### src/rtl/branch_pht.sv
// rtl/branch_pht.sv - pattern history table of saturating counters with optional gshare indexing
module branch_pht #(
  parameter int PC_WIDTH   = 32,
  parameter int ENTRIES    = 64,
  parameter int CTR_WIDTH  = 2,
  parameter int INIT_VALUE = 1,
  parameter int GSHARE     = 1,
  parameter int GHR_WIDTH  = 6,
  localparam int IDX_BITS  = $clog2(ENTRIES)
) (
  input  logic                 clk,
  input  logic                 reset,
  input  logic                 lookup_valid,
  input  logic [PC_WIDTH-1:0]  lookup_pc,
  output logic                 pred_valid,
  output logic                 pred_taken,
  output logic [IDX_BITS-1:0]  pred_index,
  input  logic                 update_valid,
  input  logic [IDX_BITS-1:0]  update_index,
  input  logic                 update_taken,
  input  logic                 ghr_clear,
  output logic [GHR_WIDTH-1:0] ghr
);

  localparam logic [CTR_WIDTH-1:0] CTR_MAX  = {CTR_WIDTH{1'b1}};
  localparam logic [CTR_WIDTH-1:0] CTR_INIT = CTR_WIDTH'(INIT_VALUE);

  // Counter storage is a plain flop array so every entry can be reset at once.
  logic [CTR_WIDTH-1:0] ctr [ENTRIES];

  logic [IDX_BITS-1:0]  pc_base;
  logic [IDX_BITS-1:0]  ghr_ext;
  logic [IDX_BITS-1:0]  lookup_idx;
  logic [CTR_WIDTH-1:0] upd_old;
  logic [CTR_WIDTH-1:0] upd_new;
  logic [CTR_WIDTH-1:0] lookup_ctr;
  logic [GHR_WIDTH-1:0] ghr_shift;
  logic                 unused_pc;

  // Word-aligned PC bits select the entry; the low two and the upper bits are don't-care.
  assign pc_base   = lookup_pc[IDX_BITS+1:2];
  assign unused_pc = &{1'b0, lookup_pc[1:0], lookup_pc[PC_WIDTH-1:IDX_BITS+2]};
  assign ghr_ext   = IDX_BITS'(ghr);

  // History shift register input; a one-bit history simply tracks the last outcome.
  generate
    if (GHR_WIDTH == 1) begin : g_ghr_one
      assign ghr_shift = update_taken;
    end else begin : g_ghr_multi
      assign ghr_shift = {ghr[GHR_WIDTH-2:0], update_taken};
    end
  endgenerate

  // Lookup index: bimodal uses the PC alone, gshare folds in the committed history.
  always_comb begin
    lookup_idx = pc_base;
    if (GSHARE != 0) begin
      lookup_idx = pc_base ^ ghr_ext;
    end
  end

  // Saturating next value for the entry being trained this cycle.
  always_comb begin
    upd_old = ctr[update_index];
    upd_new = upd_old;
    if (update_taken) begin
      if (upd_old != CTR_MAX) begin
        upd_new = upd_old + 1'b1;
      end
    end else begin
      if (upd_old != '0) begin
        upd_new = upd_old - 1'b1;
      end
    end
  end

  // Read path with bypass so a same-cycle update to the looked-up entry is visible.
  always_comb begin
    lookup_ctr = ctr[lookup_idx];
    if (update_valid && (update_index == lookup_idx)) begin
      lookup_ctr = upd_new;
    end
  end

  // Counter array: async reset to the initial state, one trained entry per cycle.
  always_ff @(posedge clk or posedge reset) begin
    if (reset) begin
      for (int i = 0; i < ENTRIES; i++) begin
        ctr[i] <= CTR_INIT;
      end
    end else if (update_valid) begin
      ctr[update_index] <= upd_new;
    end
  end

  // Committed global history: clear wins over the resolve-time shift.
  always_ff @(posedge clk or posedge reset) begin
    if (reset) begin
      ghr <= '0;
    end else if (ghr_clear) begin
      ghr <= '0;
    end else if (update_valid) begin
      ghr <= ghr_shift;
    end
  end

  // Prediction register: valid pulses per lookup, taken/index hold when idle.
  always_ff @(posedge clk or posedge reset) begin
    if (reset) begin
      pred_valid <= 1'b0;
      pred_taken <= 1'b0;
      pred_index <= '0;
    end else begin
      pred_valid <= lookup_valid;
      if (lookup_valid) begin
        pred_taken <= lookup_ctr[CTR_WIDTH-1];
        pred_index <= lookup_idx;
      end
    end
  end

endmodule

### config.mk
export PLATFORM = sky130hd
export DESIGN_NAME = branch_pht
export DESIGN_NICKNAME = d
export VERILOG_FILES = /design/src/rtl/branch_pht.sv
export SDC_FILE = /design/constraint.sdc
export NUM_CORES = 1
export LEC_CHECK = 0
export CAP_MARGIN = 10
export CORE_ASPECT_RATIO = 1.75
export CORE_UTILIZATION = 59
export DETAILED_ROUTE_END_ITERATION = 7
export PLACE_DENSITY_LB_ADDON = 0.3
export RECOVER_POWER = 100
export SLEW_MARGIN = 20
export SYNTH_ARGS = -nofsm -noshare
export SYNTH_HDL_FRONTEND = slang
export SYNTH_SLANG_ARGS = --single-unit
### constraint.sdc
create_clock -name clk -period 5.3 [get_ports clk]
set_input_delay 0.53 -clock clk [delete_from_list [all_inputs] [get_ports clk]]
set_output_delay 0.53 -clock clk [all_outputs]
set_load 0.1 [all_outputs]
==> impl_metrics.py, run 1 <==
metrics = {
    "run_status": {
        "status": "finished, violations left",
        "violations": "capacitance limit, slew limit",
    },
    "detailed_routing": {
        "wl_per_cell_um": 24.5,
        "met3_length_mm": 1.21,
        "drcViolationCount": 0,
        "met1_length_mm": 6.99,
        "ant_nets": 0,
        "dr_total_vias": 5275,
        "drt-total-wl_mm": 19.5,
        "dr.max_layer_used": "met4",
        "routed_via_density": 6.63,
        "drtIter0Drc": 486,
        "dr_wl_met2_mm": 9.92,
        "firstDrtPassIters": 5,
    },
    "die": {
        "rows": 54,
        "die_area_um2": 13200,
        "start_util_pct": 60.4,
        "core_area_um2": 12400,
        "die_h_um": 151,
        "io-pin-count": 58,
        "fp.dieW_um": 87.3,
    },
    "pwr": {
        "p_leak_nw": 3.64,
        "pwr_density_cell_nw_per_um2": 362,
        "ir_drop_uv": 213,
        "switching_power_mw": 0.820,
        "seqPwrFrac_pct": 42.9,
        "p_int_mw": 2.30,
        "pwr-share-clk_pct": 41.6,
        "power_frac_comb_pct": 15.5,
        "sw_frac_of_total_pct": 26.3,
    },
    "finish": {
        "drive_gt1_share_pct": 45.2,
        "mostFrequentLayoutCell": "mux2_2",
        "syn_to_final_growth_pct": 14.5,
        "finalNetCount": 659,
        "final_cell_mix": "mux2_2 (139), dfrtp_1 (78), dfstp_2 (64)",
        "fin_util_pct": 69.2,
        "layout.cells.non_filler": 796,
        "antenna_cells": 0,
        "finalInstanceArea_um2": 8600,
    },
    "timing": {
        "worst_pin_slew_ns": 2.16,
        "max-slew-margin-rel_pct": -44.2,
        "setup_viol": 0,
        "slew_viol_final": 60,
        "achievable-frequency_mhz": 218,
        "holdWs_ns": 0.504,
        "period_share_pct": 86.6,
        "hold_violations": 0,
        "setup_tns_ns": 0,
        "post-route-min-period_ns": 4.59,
        "skew_ns": 0.0118,
        "rsz0062_at_grt": "no",
    },
    "placed_design": {
        "port_buffers": 31,
        "place.gp.congestion": 0.935,
        "dpl_cell_area_um2": 7970,
        "dp_cells": 764,
        "hpwlAfterDp_mm": 13.1,
    },
    "synth": {
        "synth_seq_cells": 142,
        "async_reset_ff_share_pct": 100,
        "synthFlopType": "dfrtp_1",
        "syn_area_um2": 7510,
        "synth_area_per_cell_um2": 12.8,
        "yosysSeqAreaShare_pct": 48.4,
        "synth_cells": 587,
        "ys_warn_count": 0,
        "synth_edf_count": 0,
        "syn_nets": 631,
        "yosysUniqueCellTypes": 48,
    },
    "grt": {
        "grt_pass1_vias": 5623,
        "grt_max_degree": 104,
        "grt_pass1_wl_mm": 30.9,
        "antenna_found_initial": 0,
        "overflow": 0,
        "track_usage_pct": 32.3,
    },
    "cts": {
        "clock_latency_ns": 0.42,
        "cts_tree": "yes",
        "postCtsSetupBuffers": 0,
        "clk_path_buf_depth": 2,
        "cts.reportedPaths.clkPinSlew_ns": 0.06,
        "cts_buffers": 17,
        "htree_levels": 4,
        "cts_root_buffer": "clkbuf_16",
        "cts_hold_buffers": 0,
        "clock-sinks": 142,
        "cts.repair.resized": 0,
    },
    "worst_hold_path": {
        "hp-start": "pred_index[1]",
        "worstHoldPathType": "register to register",
    },
    "worst_setup_path": {
        "cp-start-kind": "input port",
        "crit_top_cell": "mux2_2",
        "startpoint": "update_index[1]",
        "cp_top_family": "buffers and inverters",
        "r2r-start": "ghr[0]",
        "critPathCaptureType": "register",
        "worst_path_largest_cell_delay_ns": 0.88,
        "worst-path-buf-inv": 3,
        "worstPathCellList": "dlygate4sd3_1 > clkbuf_1 > buf_4 > mux2_2 > a221oi_1 > o22ai_1 > and2_0 > or4_1 > maj3_2 > mux2_2",
        "cp_slowest_cell": "dlygate4sd3_1",
        "path_max_fanout": 65,
        "path_class": "input port to register",
        "crit_arrival_ns": 4.89,
        "crit_required_ns": 5.60,
    },
    "job": {
        "cap_violations": 2,
    },
}
## flip-flops by register name, indices dropped and copies added, names as in the netlist
signal      flops
ghr             6
ctr           128
pred_index      6
pred_valid      1
pred_taken      1
## path summary, 6_finish.rpt
kind,slack (ns),endpoint,cells past startpoint
worst max-delay path,0.71,ctr[77],10
worst min-delay path,0.50,pred_index[1],1
worst max register to register,1.56,pred_taken,8
worst min register to register,0.50,pred_index[1],1
max in group asynchronous,1.93,ctr[47],3
min in group asynchronous,0.80,ctr[1],2
## logic make-up (layout without fill, tap and decap cells)
family,Yosys count,count (layout),synth area share (%)
adders and majority gates,2,2,0.283
and+or+nand+nor,143,143,8.57
buffers and inverters,38,79,2.81
xor gates and xnor gates,15,15,1.75
AOI/OAI and AO/OA,56,56,5.46
DFF,142,142,48.4
muxes,191,191,32.8
## through the flow
stage | total power [mW] | worst slack [ns]
after floorplan | 1.69 | 1.07
final | 3.12 | 0.710
after global placement | 1.81 | 0.687
after global routing | 3.22 | 0.549
after detailed placement | 1.83 | 0.654
after CTS | 3.12 | 1.07
## power groups by stage
| stage | Clock [mW] | Sequential [mW] | Combinational [mW] |
|---|---|---|---|
| 3_5_place_dp | 0 | 1.35 | 0.484 |
| 4_1_cts | 1.30 | 1.33 | 0.487 |
| 6_report | 1.30 | 1.34 | 0.484 |
| 3_3_place_gp | 0 | 1.34 | 0.470 |
| 5_1_grt | 1.35 | 1.35 | 0.516 |
| 2_1_floorplan | 0 | 1.37 | 0.319 |
## area by class of cell
cell class,instances,area (µm²)
Clock buffer,20,467
Clock inverter,12,183
Fill cell,875,3830
Inverter,4,20.0
Multi-Input combinational cell,407,3700
Sequential cell,142,3630
Tap cell,168,210
Timing Repair Buffer,43,389
## synthesized netlist by cell type (2+ instances only)
library cell / instances / area, µm²
xor2_1: 5 / 43.8
mux2i_1: 21 / 210
clkbuf_1: 12 / 45.0
inv_1: 3 / 11.3
a22o_1: 2 / 17.5
xnor2_1: 10 / 87.6
a221o_1: 2 / 20.0
o22ai_1: 6 / 37.5
nor2b_1: 7 / 43.8
o2bb2ai_1: 2 / 17.5
a31oi_1: 2 / 12.5
a21oi_1: 9 / 45.0
and3_1: 3 / 18.8
nor2_1: 54 / 203
nand2_1: 47 / 176
buf_1: 6 / 22.5
a211oi_1: 2 / 15.0
buf_4: 2 / 15.0
mux4_2: 30 / 676
and2_1: 5 / 31.3
nand3_1: 8 / 40.0
dfstp_2: 64 / 1680
nor3_1: 4 / 20.0
buf_6: 7 / 78.8
and3b_1: 2 / 17.5
dfrtp_1: 78 / 1950
a221oi_1: 12 / 105
or4_1: 2 / 15.0
a22oi_1: 13 / 97.6
mux2_2: 139 / 1570
o21ai_0: 2 / 10.0
nand3b_1: 3 / 22.5
nor4_1: 2 / 12.5
buf_2: 7 / 35.0
## per-layer routing
| metal | track usage [%] | vias to the layer above |
|---|---|---|
| met5 | 0 | - |
| met4 | 23.5 | 0 |
| met3 | 6.92 | 98 |
| met2 | 52.7 | 268 |
| met1 | 37.1 | 2678 |
| li1 | - | 2231 |
Power figures use the tool's default switching activity.
==> run 2: changes to the inputs <==
CTS_CLUSTER_DIAMETER = 150   (was unset)
MAX_ROUTING_LAYER = met4   (was unset)
clock period = 4.8 ns   (was 5.3 ns; I/O delays follow)
==> run 2 against run 1 <==
The run still ends with capacitance limit, slew limit left. Sequential power is 10% higher. Flip-flop and latch count stayed put. Setup slack better by 0.086 ns. Clock skew is 0.0018 ns lower. Routed wire length is 3.3% higher. Sequential share of layout area is 0.32 points lower. Hold slack better by 0.0018 ns. Design area is 0.77% higher. Register-to-register slack worse by 0.52 ns. Combinational power is 12% higher. Final cell count is 0.25% higher. Non-clock buffer count is 2 higher.
==> impl_metrics.py, run 2 (synthesis gave the netlist of run 1 again) <==
metrics = {
    "run_status": {
        "status": "finished, violations left",
        "violations": "capacitance limit, slew limit",
    },
    "cts": {
        "clock_latency_ns": 0.43,
        "postCtsSetupBuffers": 0,
        "cts.reportedPaths.clkPinSlew_ns": 0.06,
        "cts_hold_buffers": 0,
        "htree_levels": 4,
        "cts_buffers": 17,
        "cts_tree": "yes",
        "cts.repair.resized": 0,
        "clk_path_buf_depth": 2,
        "clock-sinks": 142,
        "cts_root_buffer": "clkbuf_16",
    },
    "timing": {
        "setup_tns_ns": 0,
        "holdWs_ns": 0.506,
        "post-route-min-period_ns": 4.00,
        "slew_viol_final": 138,
        "period_share_pct": 83.4,
        "max-slew-margin-rel_pct": -65.1,
        "worst_pin_slew_ns": 2.48,
        "rsz0062_at_grt": "no",
        "skew_ns": 0.0101,
        "setup_viol": 0,
        "achievable-frequency_mhz": 250,
        "hold_violations": 0,
    },
    "worst_setup_path": {
        "crit_top_cell": "buf_12",
        "worstPathCellList": "dlygate4sd3_1 > buf_12 > mux4_2 > mux2i_1 > o22ai_1 > a211o_1 > or4_1 > maj3_2 > buf_12 > mux2_2",
        "worst_path_largest_cell_delay_ns": 0.58,
        "crit_arrival_ns": 4.31,
        "worst-path-buf-inv": 3,
        "cp-start-kind": "input port",
        "path_max_fanout": 35,
        "crit_required_ns": 5.10,
        "critPathCaptureType": "register",
        "path_class": "input port to register",
        "cp_slowest_cell": "dlygate4sd3_1",
        "crit_cells": 10,
        "rr_worst_depth": 8,
        "cp_top_family": "buffers and inverters",
    },
    "grt": {
        "overflow": 0,
        "grt_max_degree": 119,
        "grt_pass1_vias": 5738,
        "antenna_found_initial": 0,
        "track_usage_pct": 34.0,
        "grt_pass1_wl_mm": 31.7,
    },
    "detailed_routing": {
        "drcViolationCount": 0,
        "dr_total_vias": 5356,
        "drt-total-wl_mm": 20.1,
        "firstDrtPassIters": 5,
        "drtIter0Drc": 646,
        "ant_nets": 0,
        "wl_per_cell_um": 25.2,
        "routed_via_density": 6.71,
    },
    "die": {
        "rows": 54,
        "fp.dieW_um": 87.3,
        "io-pin-count": 58,
        "die_h_um": 151,
        "die_area_um2": 13200,
        "start_util_pct": 60.4,
        "core_area_um2": 12400,
    },
    "finish": {
        "syn_to_final_growth_pct": 15.4,
        "reg_top3": "ctr x128, ghr x6, pred_index x6",
        "fin_util_pct": 69.7,
        "largest_reg_flops": 128,
        "mostFrequentLayoutCell": "mux2_2",
        "drive_gt1_share_pct": 44.9,
        "top_register": "ctr",
        "finalNetCount": 661,
        "antenna_cells": 0,
        "fill_cells": 899,
        "final_cell_mix": "mux2_2 (139), dfrtp_1 (78), dfstp_2 (64)",
    },
    "worst_hold_path": {
        "worstHoldPathType": "register to register",
        "min_path_cells": 1,
    },
    "job": {
        "cap_violations": 2,
    },
    "pwr": {
        "p_leak_nw": 3.68,
        "ir_drop_uv": 256,
        "pwr_density_cell_nw_per_um2": 408,
    },
    "placed_design": {
        "place.gp.congestion": 0.905,
        "port_buffers": 31,
        "hpwlAfterDp_mm": 13.2,
    },
}
[run 2: cell types whose count changed in the layout (fill, tap and decap cells not counted), sizes merged]
cell	before	now
clkdlybuf4s50	12	10
bufinv	4	6
clkinvlp	3	2
buf	9	12
clkbuf	23	21
dlygate4sd3	19	21
[run 2: cell type report]
type | instances | area, µm² | share of cell area [%]
Multi-Input combinational cell | 407 | 3690 | 42.5
Sequential cell | 142 | 3630 | 41.9
Timing Repair Buffer | 45 | 445 | 5.14
Clock buffer | 19 | 443 | 5.11
Clock inverter | 13 | 233 | 2.68
Tap cell | 168 | 210 | 2.42
Inverter | 4 | 18.8 | 0.216
[run 2: path summary, 6_finish.rpt]
check,slack (ns),from,endpoint
hold / removal,0.51,pred_index[0],pred_index[0]
min in group asynchronous,1.30,reset,ctr[7]
max in group asynchronous,1.29,reset,ctr[33]
hold reg to reg,0.51,pred_index[0],pred_index[0]
setup reg to reg,1.04,ghr[0],pred_taken
setup / recovery,0.80,update_index[1],ctr[53]
[run 2: stage by stage]
stage | setup WS (ns) | cell area (µm²) | instances | total power [mW]
detailed placement | 0.466 | 8000 | 766 | 2.03
global placement | 0.505 | 8000 | 766 | 2.01
CTS | 0.889 | 8680 | 798 | 3.54
floorplan | 0.616 | 7510 | 587 | 1.87
finish | 0.796 | 8670 | 798 | 3.53
global route | 0.635 | 8670 | 798 | 3.64
[run 2: routing by layer]
metal  track usage [%]  share of wire [%]
met2              54.6                 51
met3              7.30                7.1
met5                 -                  0
met4              22.0                6.3
met1              37.9                 35
[run 2: power by group]
group          leakage (nW)  internal (mW)  switching (mW)
combinational          1.63          0.236           0.308
clock                 0.328          0.992           0.522
sequential             1.72           1.39          0.0868
==> run 3: changes to the inputs <==
CORE_UTILIZATION = 53   (was 59)
clock period = 3.5 ns   (was 4.8 ns; I/O delays follow)
==> run 3 against run 2 <==
Core utilization fell by 5.2 points. The flow still finishes with violations (capacitance limit, slew limit). Hold slack got worse by 0.0028 ns. Global-route usage fell by 3.6 points.
==> impl_metrics.py, run 3 (synthesis gave the netlist of run 1 again) <==
metrics = {
    "run_status": {
        "status": "finished, violations left",
        "violations": "capacitance limit, slew limit",
    },
    "finish": {
        "layout.cells.non_filler": 843,
        "largest_reg_flops": 128,
        "antenna_cells": 0,
        "drive_gt1_share_pct": 47.6,
        "syn_to_final_growth_pct": 18.8,
        "finalInstanceArea_um2": 8930,
        "reg_top3": "ctr x128, ghr x6, pred_index x6",
        "final_cell_mix": "mux2_2 (139), dfrtp_1 (78), dfstp_2 (64)",
        "finalNetCount": 698,
        "top_register": "ctr",
        "mostFrequentLayoutCell": "mux2_2",
    },
    "job": {
        "cap_violations": 1,
    },
    "grt": {
        "grt_max_degree": 57,
        "antenna_found_initial": 0,
        "grt_pass1_wl_mm": 32.4,
        "grt_pass1_vias": 5749,
        "overflow": 0,
        "track_usage_pct": 30.4,
    },
    "worst_setup_path": {
        "cp-start-kind": "input port",
        "crit_required_ns": 3.80,
        "r2r_end": "pred_taken",
        "crit_arrival_ns": 3.67,
        "r2r-start": "ghr[1]",
        "path_max_fanout": 22,
        "critPathCaptureType": "register",
        "rr_worst_depth": 8,
        "path_class": "input port to register",
        "r2r_slack_ns": 0.26,
    },
    "pwr": {
        "seqPwrFrac_pct": 43.0,
        "pwr-share-clk_pct": 40.6,
        "switching_power_mw": 1.26,
        "pwr_density_cell_nw_per_um2": 527,
        "p_int_mw": 3.45,
        "sw_frac_of_total_pct": 26.7,
        "power_frac_comb_pct": 16.4,
        "ir_drop_uv": 273,
        "p_leak_nw": 3.84,
    },
    "cts": {
        "clock_latency_ns": 0.43,
        "cts.reportedPaths.clkPinSlew_ns": 0.06,
        "cts_tree": "yes",
        "cts.repair.resized": 0,
        "clock-sinks": 142,
        "cts_root_buffer": "clkbuf_16",
        "clk_path_buf_depth": 2,
        "cts_buffers": 17,
        "postCtsSetupBuffers": 0,
        "htree_levels": 4,
        "cts_hold_buffers": 0,
    },
    "detailed_routing": {
        "wl_per_cell_um": 23.9,
        "firstDrtPassIters": 6,
        "drt-total-wl_mm": 20.1,
        "drcViolationCount": 0,
        "ant_nets": 0,
        "routed_via_density": 6.44,
        "drtIter0Drc": 466,
        "dr_total_vias": 5428,
    },
    "timing": {
        "skew_ns": 0.00987,
        "rsz0062_at_grt": "no",
        "max-slew-margin-rel_pct": -24.1,
        "post-route-min-period_ns": 3.37,
        "worst_pin_slew_ns": 1.85,
        "achievable-frequency_mhz": 297,
        "slew_viol_final": 44,
        "setup_viol": 0,
        "period_share_pct": 96.2,
        "hold_violations": 0,
        "holdWs_ns": 0.503,
    },
    "die": {
        "die_h_um": 160,
        "rows": 57,
        "core_area_um2": 13800,
        "die_area_um2": 14700,
        "io-pin-count": 58,
        "start_util_pct": 54.3,
        "fp.dieW_um": 92.0,
    },
    "placed_design": {
        "dp_cells": 812,
        "place.gp.congestion": 0.935,
        "hpwlAfterDp_mm": 13.9,
        "dpl_cell_area_um2": 8380,
        "port_buffers": 31,
    },
    "worst_hold_path": {
        "holdPathEnd": "pred_index[1]",
        "min_path_cells": 1,
        "worstHoldPathType": "register to register",
        "hp-start": "pred_index[1]",
    },
}
## run 3: cell count changes in the layout (fill, tap and decap cells not counted), sizes merged
cell | previous run | this run
buf | 12 | 44
clkinvlp | 2 | 3
dlygate4sd3 | 21 | 17
clkdlybuf4s50 | 10 | 14
bufinv | 6 | 4
inv | 6 | 5
clkbuf | 21 | 25
clkinv | 3 | 5
## run 3: worst max-delay path by stage
stage                         start          to  slack, ns  cells past startpoint
finish              update_index[1]    ctr[101]       0.13                     10
global placement    update_index[1]  pred_taken      -0.24                     10
global route        update_index[1]    ctr[101]       0.04                     10
detailed placement  update_index[1]    ctr[101]      -0.23                     10
CTS                 update_index[1]    ctr[101]       0.21                     10
floorplan                    ghr[0]  pred_taken       0.13                      8
## run 3: layout make-up
class | count | area (µm²)
Fill cell | 1042 | 4900
Multi-Input combinational cell | 407 | 3680
Sequential cell | 142 | 3630
Timing Repair Buffer | 82 | 757
Clock buffer | 18 | 429
Tap cell | 177 | 221
Clock inverter | 13 | 189
Inverter | 4 | 16.3
## run 3: power by group through the flow
stage | clock network, mW | logic [mW] | registers [mW]
finish | 1.91 | 0.774 | 2.02
global route | 2.00 | 0.823 | 2.04
CTS | 1.93 | 0.792 | 2.02
detailed placement | 0 | 0.787 | 2.05
global placement | 0 | 0.766 | 2.03
floorplan | 0 | 0.484 | 2.08
## run 3: per-layer routing
metal,share of wire (%),GRT usage [%],wire [µm],vias up
met5,0,-,0,-
met4,5.2,16.1,1050,0
met3,6.4,5.92,1290,73
met2,52,49.2,10400,270
met1,37,35.5,7360,2763
li1,-,-,-,2322
## run 3: critical path: stages
cell,delay (ns)
clkdlybuf4s50_1,0.50
buf_12,0.16
mux4_2,0.50
mux2i_1,0.20
o22ai_1,0.12
a211o_1,0.36
or4_1,0.56
maj3_2,0.34
clkbuf_4,0.25
mux2_2,0.32
## run 3: stage by stage
stage | setup WS [ns] | total power [mW] | utilization [%] | TNS (ns)
2_1_floorplan | 0.129 | 2.56 | - | 0
3_3_place_gp | -0.236 | 2.80 | 60.5 | -24.56
3_5_place_dp | -0.231 | 2.83 | 60.5 | -23.97
4_1_cts | 0.206 | 4.75 | 65.0 | 0
5_1_grt | 0.0366 | 4.87 | 64.6 | 0
6_report | 0.135 | 4.71 | 64.6 | 0
